### src/rtl/sw_pkg.sv
// Shared definitions for the lap stopwatch: state encoding, 7-segment
// patterns ({g,f,e,d,c,b,a}, active-high) and the tick-divider helper.
package sw_pkg;

  typedef enum logic [1:0] {
    IDLE  = 2'b00,
    RUN   = 2'b01,
    PAUSE = 2'b10,
    LAP   = 2'b11
  } sw_state_e;

  localparam logic [6:0] SEG_0     = 7'h3F;
  localparam logic [6:0] SEG_1     = 7'h06;
  localparam logic [6:0] SEG_2     = 7'h5B;
  localparam logic [6:0] SEG_3     = 7'h4F;
  localparam logic [6:0] SEG_4     = 7'h66;
  localparam logic [6:0] SEG_5     = 7'h6D;
  localparam logic [6:0] SEG_6     = 7'h7D;
  localparam logic [6:0] SEG_7     = 7'h07;
  localparam logic [6:0] SEG_8     = 7'h7F;
  localparam logic [6:0] SEG_9     = 7'h6F;
  localparam logic [6:0] SEG_BLANK = 7'h00;

  // Last value of the tick counter: one count per CLK_HZ/TICK_HZ clocks.
  function automatic int sw_lst_clk(input int clk_hz, input int tick_hz);
    return clk_hz / tick_hz - 1;
  endfunction

endpackage

### src/rtl/fnd_decoder.sv
// Combinational BCD to 7-segment decoder; codes 10-15 blank the digit.
module fnd_decoder
  import sw_pkg::*;
(
  input  logic [3:0] bcd,
  output logic [6:0] seg
);

  always_comb begin
    case (bcd)
      4'd0:    seg = SEG_0;
      4'd1:    seg = SEG_1;
      4'd2:    seg = SEG_2;
      4'd3:    seg = SEG_3;
      4'd4:    seg = SEG_4;
      4'd5:    seg = SEG_5;
      4'd6:    seg = SEG_6;
      4'd7:    seg = SEG_7;
      4'd8:    seg = SEG_8;
      4'd9:    seg = SEG_9;
      default: seg = SEG_BLANK;
    endcase
  end

endmodule

### src/rtl/lap_stopwatch.sv
// N-digit BCD stopwatch with lap-freeze display and sticky overflow flag.
// Optional pause blink of the segment outputs: define SW_PAUSE_BLINK_EN.
module lap_stopwatch
  import sw_pkg::*;
#(
  parameter int CLK_HZ      = 100_000_000,
  parameter int TICK_HZ     = 10,
  parameter int DIGITS      = 3,
  parameter int BLINK_TICKS = 5
) (
  input  logic                  i_Clk,
  input  logic                  i_Rst,
  input  logic                  i_fStart,
  input  logic                  i_fStop,
  input  logic                  i_fLap,
  output logic [4*DIGITS-1:0]   o_Bcd,
  output logic [7*DIGITS-1:0]   o_Seg,
  output logic                  o_Run,
  output logic                  o_Lap,
  output logic                  o_Ovf
);

  localparam int LST_CLK = sw_lst_clk(CLK_HZ, TICK_HZ);
  localparam int TICK_W  = (LST_CLK > 0) ? $clog2(LST_CLK + 1) : 1;
  localparam logic [TICK_W-1:0] TICK_LAST = TICK_W'(LST_CLK);

  if (DIGITS < 1 || DIGITS > 8 || BLINK_TICKS < 1 || TICK_HZ < 1 ||
      (CLK_HZ % TICK_HZ) != 0 || (CLK_HZ / TICK_HZ) < 2) begin : g_bad_params
    $error("lap_stopwatch: illegal parameter combination");
  end

  sw_state_e            state, state_nxt;
  logic [TICK_W-1:0]    tick_cnt;
  logic [4*DIGITS-1:0]  count, count_inc, lap_reg;
  logic [7*DIGITS-1:0]  seg_raw;
  logic [DIGITS:0]      carry;
  logic                 ovf;
  logic                 start_prev, stop_prev, lap_prev;
  logic                 start_press, stop_press, lap_press;
  logic                 lap_capture, counting, tick_hit;

  // A held button only yields one press: the pulse needs a released previous sample.
  assign start_press = start_prev & ~i_fStart;
  assign stop_press  = stop_prev  & ~i_fStop;
  assign lap_press   = lap_prev   & ~i_fLap;

  assign counting = (state == RUN) || (state == LAP);
  assign tick_hit = counting && (tick_cnt == TICK_LAST);

  always_comb begin
    // NOTE: defaults first so no path leaves an output unassigned and infers a latch.
    state_nxt   = state;
    lap_capture = 1'b0;
    case (state)
      IDLE: begin
        if (!stop_press && start_press) state_nxt = RUN;
      end
      RUN: begin
        if (stop_press)       state_nxt = IDLE;
        else if (start_press) state_nxt = PAUSE;
        else if (lap_press) begin
          state_nxt   = LAP;
          lap_capture = 1'b1;
        end
      end
      LAP: begin
        if (stop_press)       state_nxt = IDLE;
        else if (start_press) state_nxt = PAUSE;
        else if (lap_press)   state_nxt = RUN;
      end
      PAUSE: begin
        if (stop_press)       state_nxt = IDLE;
        else if (start_press) state_nxt = RUN;
      end
      default: state_nxt = IDLE;
    endcase
  end

  assign carry[0] = tick_hit;

  for (genvar k = 0; k < DIGITS; k++) begin : g_digit
    logic [3:0] dig;
    assign dig                   = count[4*k +: 4];
    assign carry[k+1]            = carry[k] && (dig == 4'd9);
    assign count_inc[4*k +: 4]   = !carry[k]      ? dig :
                                   (dig == 4'd9)  ? 4'd0 : dig + 4'd1;
    fnd_decoder u_fnd (
      .bcd (o_Bcd[4*k +: 4]),
      .seg (seg_raw[7*k +: 7])
    );
  end

  // NOTE: sequential state uses non-blocking assignments so every register samples pre-edge values.
  always_ff @(posedge i_Clk) begin
    if (i_Rst) begin
      state      <= IDLE;
      tick_cnt   <= '0;
      count      <= '0;
      lap_reg    <= '0;
      ovf        <= 1'b0;
      start_prev <= 1'b1;
      stop_prev  <= 1'b1;
      lap_prev   <= 1'b1;
    end else begin
      start_prev <= i_fStart;
      stop_prev  <= i_fStop;
      lap_prev   <= i_fLap;
      state      <= state_nxt;
      if (state_nxt == IDLE) begin
        tick_cnt <= '0;
        count    <= '0;
        ovf      <= 1'b0;
      end else if (counting) begin
        tick_cnt <= tick_hit ? '0 : tick_cnt + 1'b1;
        count    <= count_inc;
        if (carry[DIGITS]) ovf <= 1'b1;
      end
      if (lap_capture) lap_reg <= count;
    end
  end

  assign o_Bcd = (state == LAP) ? lap_reg : count;
  assign o_Run = counting;
  assign o_Lap = (state == LAP);
  assign o_Ovf = ovf;

`ifdef SW_PAUSE_BLINK_EN
  localparam int BLINK_W = (2 * BLINK_TICKS > 1) ? $clog2(2 * BLINK_TICKS) : 1;
  localparam logic [BLINK_W-1:0] BLINK_LAST = BLINK_W'(2 * BLINK_TICKS - 1);
  localparam logic [BLINK_W-1:0] BLINK_HALF = BLINK_W'(BLINK_TICKS);

  logic [TICK_W-1:0]  blink_div;
  logic [BLINK_W-1:0] blink_cnt;
  logic               blank;

  // The divider restarts on PAUSE entry so the visible half-period is always full length.
  always_ff @(posedge i_Clk) begin
    if (i_Rst || state != PAUSE) begin
      blink_div <= '0;
      blink_cnt <= '0;
    end else if (blink_div == TICK_LAST) begin
      blink_div <= '0;
      blink_cnt <= (blink_cnt == BLINK_LAST) ? '0 : blink_cnt + 1'b1;
    end else begin
      blink_div <= blink_div + 1'b1;
    end
  end

  assign blank = (state == PAUSE) && (blink_cnt >= BLINK_HALF);
  assign o_Seg = blank ? '0 : seg_raw;
`else
  assign o_Seg = seg_raw;
`endif

endmodule

### config.mk
export PLATFORM = sky130hd
export DESIGN_NAME = lap_stopwatch
export DESIGN_NICKNAME = d
export VERILOG_FILES = /design/src/rtl/sw_pkg.sv /design/src/rtl/fnd_decoder.sv /design/src/rtl/lap_stopwatch.sv
export SDC_FILE = /design/constraint.sdc
export NUM_CORES = 1
export LEC_CHECK = 0
export CAP_MARGIN = 20
export CORE_MARGIN = 4
export CORE_UTILIZATION = 50
export CTS_CLUSTER_DIAMETER = 40
export CTS_CLUSTER_SIZE = 8
export DETAILED_ROUTE_END_ITERATION = 10
export PLACE_DENSITY = 0.74
export RECOVER_POWER = 50
export SLEW_MARGIN = 25
export SYNTH_ARGS = -nofsm -noshare
export SYNTH_HDL_FRONTEND = slang
export SYNTH_SLANG_ARGS = --single-unit
### constraint.sdc
create_clock -name i_Clk -period 6.85 [get_ports i_Clk]
set_clock_uncertainty 0.2 [all_clocks]
set_input_delay 1.37 -clock i_Clk [delete_from_list [all_inputs] [get_ports i_Clk]]
set_output_delay 1.37 -clock i_Clk [all_outputs]
set_load 0.01 [all_outputs]
Word-level counts from Yosys, hierarchy flattened

Memory sizes are Yosys's and may differ from the RTL's.
Cells that the tools add are included.

Output and inout bits: 36
Flip-flop bits (word level): 54
Memory bits (writable): 0
ROM bits: 336
Memories kept: 3
Bits in latches: 0
Input port bits: 5
Logic and storage cells: 63

Memory list:

| name             | depth | bits a word | rd ports | clocked after memory_dff | write ports | line              | text |
|---|---|---|---|---|---|---|---|
| (name not given) | 16    | 7           | 1        | 0                        | 0           | fnd_decoder.sv:10 | `case (bcd)` |
| (name not given) | 16    | 7           | 1        | 0                        | 0           | fnd_decoder.sv:10 |  |
| (name not given) | 16    | 7           | 1        | 0                        | 0           | fnd_decoder.sv:10 |  |

Reductions and logical operators: 14
Muxes and demuxes: 19
Divide/modulo/power cells: 0
Shift operators: 0
$add $sub $neg: 4
Bitwise operators: 6
$mul: 0
Eq/ne operators: 7
Order comparisons: 0

Operators by type and width:

| cell                                          | number |
|---|---|
| adder 24 x 1 -> 24 bit, second input constant | 1 |
| == test 24 bit, second input constant         | 1 |
| two-way mux 24 bit                            | 1 |
| two-way mux 2 bit                             | 9 |
| adder 4 x 1 -> 4 bit, second input constant   | 3 |
| == test 4 bit, second input constant          | 3 |
| two-way mux 12 bit                            | 1 |
| two-way mux 4 bit                             | 3 |
| one-hot mux 2 bit (4 select lines)            | 1 |
| AND reduction 2 bit                           | 4 |
| logical AND 1 bit                             | 5 |
| == test 2 bit, second input constant          | 2 |
| logical NOT 2 bit                             | 2 |
| two-way mux 1 bit                             | 4 |
| AND 1 bit                                     | 3 |
| inverter 1 bit                                | 3 |
| == test 2 x 1 -> 1 bit, second input constant | 1 |
| OR reduction 2 bit                            | 1 |
| logical NOT 1 bit                             | 1 |
| logical OR 1 bit                              | 1 |

Depth between registers and ports, before layout

Gate-level depths: netlist (run 1).

Word-level depth: 8
Mapped depth: 9
Mapped depth without buffers: 7

Hierarchy

A second synthesis (run 1) with hierarchy kept.

Cells, all modules: 376
Area total of the unflattened synthesis: 3,256.9 µm²

Modules (own cells, without submodules):

| module                             | seq. area each (µm²) | times used | area each (µm²) | cells each |
|---|---|---|---|---|
| lap_stopwatch                      | 1,081.0              | 1          | 2,617.5         | 294 |
| fnd_decoder (g_digit[1].u_fnd ...) | 0.0                  | 2          | 219.0           | 28 |
| fnd_decoder (g_digit[0].u_fnd)     | 0.0                  | 1          | 201.4           | 26 |

Worst setup path after synthesis (run 1)

No wires, ideal clock.

Path kind: register to output
From: register state[0]
To: output o_Seg[19]
Required time: 5.280 ns
Setup slack: 3.096 ns
Stages on the path, launching flop included: 10
Data arrival time: 2.184 ns
Buffers on the path: 2
Cells stage by stage: dfxtp_1 -> buf_2 -> nand2_1 -> buf_2 -> a21boi_0 -> inv_1 -> ha_1 -> nor2_1 -> a21oi_1 -> o21ai_0

Word-level cells in the longest chain between the ends: 3

Ends and longest elaborated chain:

| element                  | line                 | text |
|---|---|---|
| start: declaration       | lap_stopwatch.sv:32  | `sw_state_e state, state_nxt;` |
| start signal: assignment | lap_stopwatch.sv:108 | `state <= state_nxt;` |
| == test 2 bit            | lap_stopwatch.sv:122 | `assign o_Bcd = (state == LAP) ? lap_reg : count;` |
| two-way mux 12 bit       | lap_stopwatch.sv:122 |  |
| named net o_Bcd[9]       | lap_stopwatch.sv:16  | `output logic [4*DIGITS-1:0] o_Bcd,` |
| memory (16 x 7 bit)      | --                   |  |
| end: declaration         | lap_stopwatch.sv:17  | `output logic [7*DIGITS-1:0] o_Seg,` |

The timed path passes the listed nets, and every way through them passes these cells.

Worst setup path after layout (run 1)

From: register state[0]
To: output o_Seg[20]

Word-level cells in the longest chain between the ends: 3

Ends and longest elaborated chain:

| element             | line |
|---|---|
| == test 2 bit       | lap_stopwatch.sv:122 |
| two-way mux 12 bit  | lap_stopwatch.sv:122 |
| memory (16 x 7 bit) | -- |

No other way between the ends.

==> impl_metrics.json, run 1 <==
{
  "cp_max_fo": 17,
  "cts_setup_buffers": 0,
  "status": "finished, final reports clean",
  "hold_path_class": "flip-flop to flip-flop",
  "maxCapViolations": 0,
  "antenna_found_initial": 0,
  "fill_cells": 527,
  "cts_buffers": 5,
  "critPathArrivalTime_ps": 3610,
  "synthesis.area_um2": 3050,
  "gp_congestion": 0.784,
  "cts_tree": "yes",
  "fp.dieArea_um2": 7420,
  "port_buffers": 40,
  "peakVddDrop_mv": 0.118,
  "setup_tns_ps": 0,
  "synth_flop_cell": "dfxtp_1",
  "num_vias": 2524,
  "grt.total_usage_pct": 16.9,
  "cts_hold_buf": 0,
  "cts_buffer_depth": 2,
  "avgRoutedWirePerCell_um": 12.6,
  "rows": 28,
  "clkTransAtPathRegs_ps": 100,
  "grt_max_degree": 22,
  "syn_nets": 390,
  "slew_viol_final": 0,
  "clkLatencyLatePin_ps": 320,
  "die_x_um": 86.1,
  "crit_path_cell_trace": "nand2_1, a21boi_0, inv_1, ha_1, nor2_1, a21oi_1, o21ai_0, clkdlybuf4s50_1",
  "cp-start-kind": "flip-flop",
  "ioPinCount": 41,
  "cp_slowest_stage_delay_ps": 700,
  "crit_type": "flip-flop to output port",
  "finalSetupViolCount": 0,
  "antenna_cells": 0,
  "cts.sinks": 54,
  "ys_seq_elements": 54,
  "ant_nets": 0,
  "clock.fmax_mhz": 193,
  "async_flop_share_pct": 0,
  "slew_headroom_pct": 42.6,
  "worstPathRequired_ps": 5280,
  "fin_nets": 422,
  "grt_pass1_wl_um": 10300,
  "post-route-period-util_pct": 75.6,
  "avgViaCountPerCell": 5.32,
  "p_per_area_nw_per_um2": 143,
  "leakage_uw": 0.00145,
  "hold_slack_ps": 300,
  "grt_pass1_vias": 2403,
  "synth_cells": 366,
  "critPathCaptureType": "output port",
  "cts_htree_levels": 2,
  "drtIter0Drc": 115,
  "largest_register_ffs": 24,
  "hold_viol_final": 0,
  "design.core.area_um2": 5920,
  "dp_hpwl_um": 4330,
  "post-route-drc-count": 0,
  "ctsResizeCount": 0,
  "dp.cells": 466,
  "final_util_pct": 60.4,
  "cpLargestDelayFamily": "compound AO/OA/AOI/OAI gates",
  "ys_warn_count": 0,
  "rsz0062_at_grt": "false",
  "layout-drive-gt1-share_pct": 4.76,
  "dr.pass1.iters": 4,
  "finalCriticalPeriod_ps": 5180,
  "ys_seq_area_share_pct": 35.4,
  "instances_no_fill": 474,
  "wirelength_um": 5970,
  "tightest_slew_ps": 837,
  "die_h_um": 86.1,
  "start_util_pct": 51.6,
  "timing.critical_path.buf_inv": 2,
  "synth.distinct_cells": 43,
  "synth_edf_count": 0,
  "avgSynthCellArea_um2": 8.34,
  "grt_overflow": 0,
  "cts_root_buffer": "clkbuf_8",
  "cp_slowest_cell": "a21boi_0",
  "syn_to_final_growth_pct": 17.1
}
synth_stat cells, drive strengths merged, types with 4 or more instances:
| master | n | share of area [%] |
|---|---|---|
| nor3 | 4 | 0.66 |
| dfxtp | 54 | 35 |
| buf | 5 | 0.82 |
| nand4 | 10 | 2.5 |
| nand2b | 8 | 1.6 |
| a31oi | 4 | 0.82 |
| or2 | 5 | 1.0 |
| nand3 | 18 | 3.0 |
| nand2 | 22 | 2.7 |
| nor2b | 10 | 2.0 |
| inv | 18 | 2.2 |
| and3 | 4 | 0.82 |
| mux2i | 24 | 7.9 |
| xnor2 | 8 | 2.3 |
| clkbuf | 12 | 1.5 |
| nor2 | 58 | 7.1 |
| ha | 19 | 7.8 |
| a21oi | 19 | 3.1 |
| o21ai | 15 | 2.5 |
| xor2 | 19 | 5.5 |
placed cells by master, fill, tap and decap left out, types with 10 or more instances in the layout:
cell / instances
a21oi_1: 19
nor2_1: 58
o21ai_0: 15
nor2b_1: 10
xor2_1: 19
inv_1: 18
nand2_1: 22
nand3_1: 18
dfxtp_1: 54
clkdlybuf4s50_1: 36
mux2i_1: 24
ha_1: 19
cell type report:
type                    count  area (um^2)  share of cell area, %
repair buffers             42          408                   11.4
inverters                  18         67.6                   1.89
clock inverters             2         13.8                  0.385
well taps                  75         93.8                   2.62
multi-input cells         277         1840                   51.4
flip-flops and latches     54         1080                   30.2
clock buffers               6         72.6                   2.03
report_power, final:
group	internal, uW	total (uW)	switching [uW]
Sequential	315	317	1.79
Clock	72.4	177	104
Combinational	6.36	15.8	9.49
Total	394	510	116
logic make-up after synthesis:
logic type,after synthesis,synth area share [%]
AOI/OAI and AO/OA,50,9.80
and+or+nand+nor,156,26.5
DFF,54,35.4
muxes,25,8.24
adders and majority gates,19,7.79
xor gates and xnor gates,27,7.75
buffers and inverters,35,4.51
tightest hold or removal path, cell delays in order, from the launching register on:
cell and delay, ps:
dfxtp_1 330, mux2i_1 60, nor2_1 70
final timing paths:
path	endpoint	cells after the start	from	slack, ps
setup / recovery	o_Seg[20]	8	state[0]	1670
hold / removal	lap_reg[10]	2	lap_reg[10]	300
setup reg to reg	tick_cnt[20]	5	state[0]	4000
hold reg to reg	lap_reg[10]	2	lap_reg[10]	300
metrics by stage:
| stage | worst slack (ps) | cell area (um^2) | total power (uW) |
|---|---|---|---|
| final | 1670 | 3580 | 510 |
| after global routing | 1300 | 3580 | 533 |
| after CTS | 1620 | 3580 | 519 |
| after detailed placement | 1990 | 3500 | 341 |
| after global placement | 2190 | 3500 | 341 |
| after floorplan | 3100 | 3050 | 335 |
layer usage:
layer / GRT usage (%) / vias up / share of wire (%)
met3: 3.65 / 7 / 2.7
met4: 6.47 / 0 / 1.3
li1: - / 1296 / -
met2: 29.2 / 32 / 50
met1: 20.2 / 1189 / 46
met5: 0 / - / 0
Note: power is estimated with default switching activity, not from simulation.
==> run 2: changes to the inputs <==
PLACE_DENSITY = 0.77   (was 0.74)
clock period = 4.7 ns   (was 6.85 ns; I/O delays follow)
==> impl_metrics.json, run 2 (synthesis gave the netlist of run 1 again) <==
{
  "cts_buffer_depth": 2,
  "cts_tree": "yes",
  "final_common_cell": "nor2_1",
  "hold_slack_ps": 290,
  "antenna_cells": 0,
  "cts_buffers": 5,
  "p_seq_share_pct": 58.3,
  "p_sw_uw": 162,
  "dr.pass1.iters": 4,
  "clkTransAtPathRegs_ps": 90,
  "syn_to_final_growth_pct": 17.4,
  "grt_overflow": 0,
  "grt.total_usage_pct": 16.4,
  "drtIter0Drc": 112,
  "grt_pass1_wl_um": 10400,
  "regToRegStartpoint": "state[0]",
  "avgViaCountPerCell": 5.23,
  "multi_input_comb_area_um2": 1820,
  "dp_hpwl_um": 4230,
  "wirelength_um": 5840,
  "design.core.area_um2": 5920,
  "cts_htree_levels": 2,
  "avgRoutedWirePerCell_um": 12.3,
  "maxCapViolations": 0,
  "die_h_um": 86.1,
  "cp_slowest_stage_delay_ps": 570,
  "worstHoldStart": "o_Ovf",
  "switching_share_pct": 20.5,
  "final_cell_mix": "58 x nor2_1, 54 x dfxtp_1, 36 x clkdlybuf4s50_1",
  "grt_pass1_vias": 2395,
  "die_x_um": 86.1,
  "cts_setup_buffers": 0,
  "tightest_slew_ps": 1440,
  "clkLatencyLatePin_ps": 300,
  "layout-drive-gt1-share_pct": 4.51,
  "num_vias": 2479,
  "rsz0062_at_grt": "false",
  "crit_start": "state[1]",
  "start_util_pct": 51.6,
  "cp-start-kind": "flip-flop",
  "hold_viol_final": 0,
  "port_buffers": 40,
  "rows": 28,
  "combPwrFrac_pct": 3.2,
  "post-route-drc-count": 0,
  "slew_headroom_pct": 3.08,
  "crit_type": "flip-flop to output port",
  "gp_congestion": 0.810,
  "fp.dieArea_um2": 7420,
  "finalCriticalPeriod_ps": 4180,
  "p_per_area_nw_per_um2": 220,
  "hold_path_class": "flip-flop to flip-flop",
  "ioPinCount": 41,
  "peakVddDrop_mv": 0.179,
  "critPathCaptureType": "output port",
  "final_util_pct": 60.5,
  "finalSetupViolCount": 0,
  "cp_max_fo": 13,
  "crit_path_cell_trace": "nand2_1, a21boi_1, inv_1, ha_1, nor2_1, a21oi_1, o21ai_0, clkdlybuf4s50_1",
  "cts_root_buffer": "clkbuf_8",
  "cts.sinks": 54,
  "p_int_uw": 628,
  "ant_nets": 0,
  "fill_cells": 542,
  "ff_latch_area_um2": 1080,
  "power.share.clock_pct": 38.5,
  "cp_slowest_cell": "a21boi_1",
  "setup_tns_ps": 0,
  "post-route-period-util_pct": 88.9,
  "dp_slack_ps": 646,
  "critPathArrivalTime_ps": 3040,
  "setup_slack_ps": 520,
  "slew_viol_final": 0,
  "worstPathRequired_ps": 3560,
  "antenna_found_initial": 0,
  "fin_nets": 422,
  "leakage_uw": 0.00144,
  "largest_register_ffs": 24,
  "grt_max_degree": 22,
  "status": "finished, final reports clean",
  "clock.fmax_mhz": 239
}
-- run 2: changes by cell type in the layout (fill, tap and decap cells not counted) --
cell	change
a21boi_0	-1
a21boi_1	+1
bufinv_16	+1
clkinv_2	-1
clkinv_4	-1
clkinvlp_4	+1
nor4_1	+1
nor4_4	-1
o311ai_0	+1
o311ai_1	-1
-- run 2: path summary, 6_finish.rpt --
| path | endpoint | slack [ps] | cells past startpoint |
|---|---|---|---|
| max | o_Seg[19] | 520 | 8 |
| min reg2reg | o_Ovf | 290 | 1 |
| min | o_Ovf | 290 | 1 |
| max reg2reg | tick_cnt[20] | 920 | 6 |
-- run 2: through the flow --
stage                     std cells  total power [uW]  instance area [um^2]
after floorplan                 366               489                  3050
after global routing            474               821                  3580
after detailed placement        466               498                  3500
after global placement          466               497                  3500
final                           474               790                  3580
after CTS                       474               801                  3610
-- run 2: power groups by stage --
stage	Clock (uW)	Combinational, uW	Sequential (uW)
floorplan	0	17.8	471
global placement	0	25.8	471
CTS	314	26.6	460
detailed placement	0	26.6	471
finish	304	25.1	460
global route	332	27.8	461
-- run 2: per-layer routing --
metal / global-route usage (%) / share of wire, %
met1: 21.0 / 48
met2: 28.5 / 49
met3: 3.46 / 2.1
met4: 2.73 / 0.53
met5: 0 / 0
-- run 2: final cells by class --
type,instances,share of cell area (%)
clock buffers,6,2.02
repair buffers,42,11.4
well taps,75,2.62
inverters,18,1.88
multi-input cells,277,50.9
clock inverters,2,1.05
flip-flops and latches,54,30.2
-- run 2: repair_timing --
action,4_1_cts,5_1_grt
hold buffers,0,0
gates resized for setup,0,1
setup endpoints to repair,0,1
-- run 2: worst max-delay path: cells and delay by family (launching register included) --
family | cells | cell delay, ps
AOI/OAI and AO/OA | 3 | 800
buffers and inverters | 2 | 750
and+or+nand+nor | 2 | 560
DFF | 1 | 390
adders and majority gates | 1 | 240
==> run 3: changes to the inputs <==
PLACE_DENSITY = not set   (was 0.77)
PLACE_DENSITY_LB_ADDON = 0.05   (was not set)
==> impl_metrics.json, run 3 (synthesis gave the netlist of run 1 again) <==
{
  "cp_slowest_stage_delay_ps": 570,
  "peakVddDrop_mv": 0.129,
  "crit_start": "state[1]",
  "cts_buffers": 5,
  "rsz0062_at_grt": "false",
  "fp.dieArea_um2": 7420,
  "finalSetupViolCount": 0,
  "antenna_cells": 0,
  "antenna_found_initial": 0,
  "layout-drive-gt1-share_pct": 4.76,
  "die_x_um": 86.1,
  "cp_max_fo": 13,
  "hold_viol_final": 0,
  "port_buffers": 40,
  "final_cell_mix": "58 x nor2_1, 54 x dfxtp_1, 35 x clkdlybuf4s50_1",
  "setup_tns_ps": 0,
  "p_per_area_nw_per_um2": 208,
  "gp_congestion": 0.781,
  "slew_headroom_pct": 24.2,
  "cp_slowest_cell": "mux2i_1",
  "clkLatencyLatePin_ps": 300,
  "die_h_um": 86.1,
  "avgRoutedWirePerCell_um": 12.1,
  "drtIter0Drc": 105,
  "maxCapViolations": 0,
  "leakage_uw": 0.00146,
  "syn_to_final_growth_pct": 17.3,
  "place_area_um2": 3500,
  "ioPinCount": 41,
  "post-route-drc-count": 0,
  "cts_tree": "yes",
  "clock.fmax_mhz": 237,
  "wirelength_um": 5750,
  "grt_max_degree": 22,
  "ant_nets": 0,
  "regToRegStartpoint": "tick_cnt[0]",
  "num_vias": 2489,
  "grt_pass1_vias": 2324,
  "rows": 28,
  "final_common_cell": "nor2_1",
  "finalPower_uw": 745,
  "critPathArrivalTime_ps": 3080,
  "grt_overflow": 0,
  "largest_register_ffs": 24,
  "finalCriticalPeriod_ps": 4220,
  "crit_end": "o_Seg[12]",
  "critPathCaptureType": "output port",
  "grt.total_usage_pct": 16.5,
  "dp.cells": 466,
  "fin_area_um2": 3580,
  "fin_nets": 422,
  "cts_buffer_depth": 2,
  "slew_viol_final": 0,
  "design.core.area_um2": 5920,
  "hold_path_class": "flip-flop to flip-flop",
  "cts_htree_levels": 2,
  "instances_no_fill": 474,
  "worstPathRequired_ps": 3560,
  "cts_root_buffer": "clkbuf_8",
  "crit_path_cell_trace": "nand2_1, mux2i_1, inv_1, ha_1, nor2_1, a21oi_1, o21ai_0, clkdlybuf4s50_1",
  "reg2reg_depth": 6,
  "start_util_pct": 51.6,
  "tightest_slew_ps": 1130,
  "post-route-period-util_pct": 89.8,
  "cp-start-kind": "flip-flop",
  "dr.pass1.iters": 4,
  "r2r_slack_ps": 2010,
  "grt_pass1_wl_um": 10100,
  "crit_type": "flip-flop to output port",
  "status": "finished, final reports clean",
  "cts.sinks": 54,
  "cts_setup_buffers": 0,
  "r2r-end": "tick_cnt[15]",
  "clkTransAtPathRegs_ps": 90,
  "dp_hpwl_um": 4230,
  "avgViaCountPerCell": 5.25
}
run 3: stage by stage:
| stage | util (%) | worst slack [ps] | hold WS, ps |
|---|---|---|---|
| 2_1_floorplan | - | 1380 | 256 |
| 3_3_place_gp | 59.1 | 768 | 269 |
| 3_5_place_dp | 59.1 | 713 | 279 |
| 4_1_cts | 60.7 | 362 | 295 |
| 5_1_grt | 60.5 | 231 | 329 |
| 6_report | 60.5 | 481 | 295 |
run 3: power by group:
group	leakage [uW]	internal (uW)	switching (uW)
Clock	0.0000482	119	141
Combinational	0.000971	9.64	15.4
Sequential	0.000436	459	0.990
run 3: worst min path at each step:
stage / from / cells past startpoint / to
finish: tick_cnt[1] / 2 / tick_cnt[1]
floorplan: lap_reg[8] / 2 / lap_reg[8]
CTS: tick_cnt[1] / 2 / tick_cnt[1]
global placement: tick_cnt[1] / 2 / tick_cnt[1]
detailed placement: tick_cnt[1] / 2 / tick_cnt[1]
global route: lap_reg[4] / 2 / lap_reg[4]
run 3: cell type report:
cell class | instances | area, um^2
sequential | 54 | 1080
clock buffer | 7 | 86.3
inverter | 18 | 67.6
timing repair buffer | 42 | 412
tap | 75 | 93.8
multi-input combinational | 277 | 1830
clock inverter | 1 | 5.00
fill | 549 | 2340
run 3: worst max-delay path, delay by kind of cell, from the launching register on:
family	cells	cell delay, ps
mux	1	570
buf+inv	2	770
fa+ha+maj	1	230
compound gates	2	240
simple gates	2	620
flops	1	340
run 3: metal layers:
metal	track usage, %	vias to the layer above	routed length [um]
met3	4.32	7	147
met1	19.6	1164	2720
met5	0	-	0
li1	-	1297	-
met2	29.1	21	2810
met4	4.60	0	76
run 3: timing repair:
item	in CTS	in global routing
gates resized for setup	0	1
hold endpoints to repair	0	0
hold buffers	0	0
setup endpoints to repair	0	1
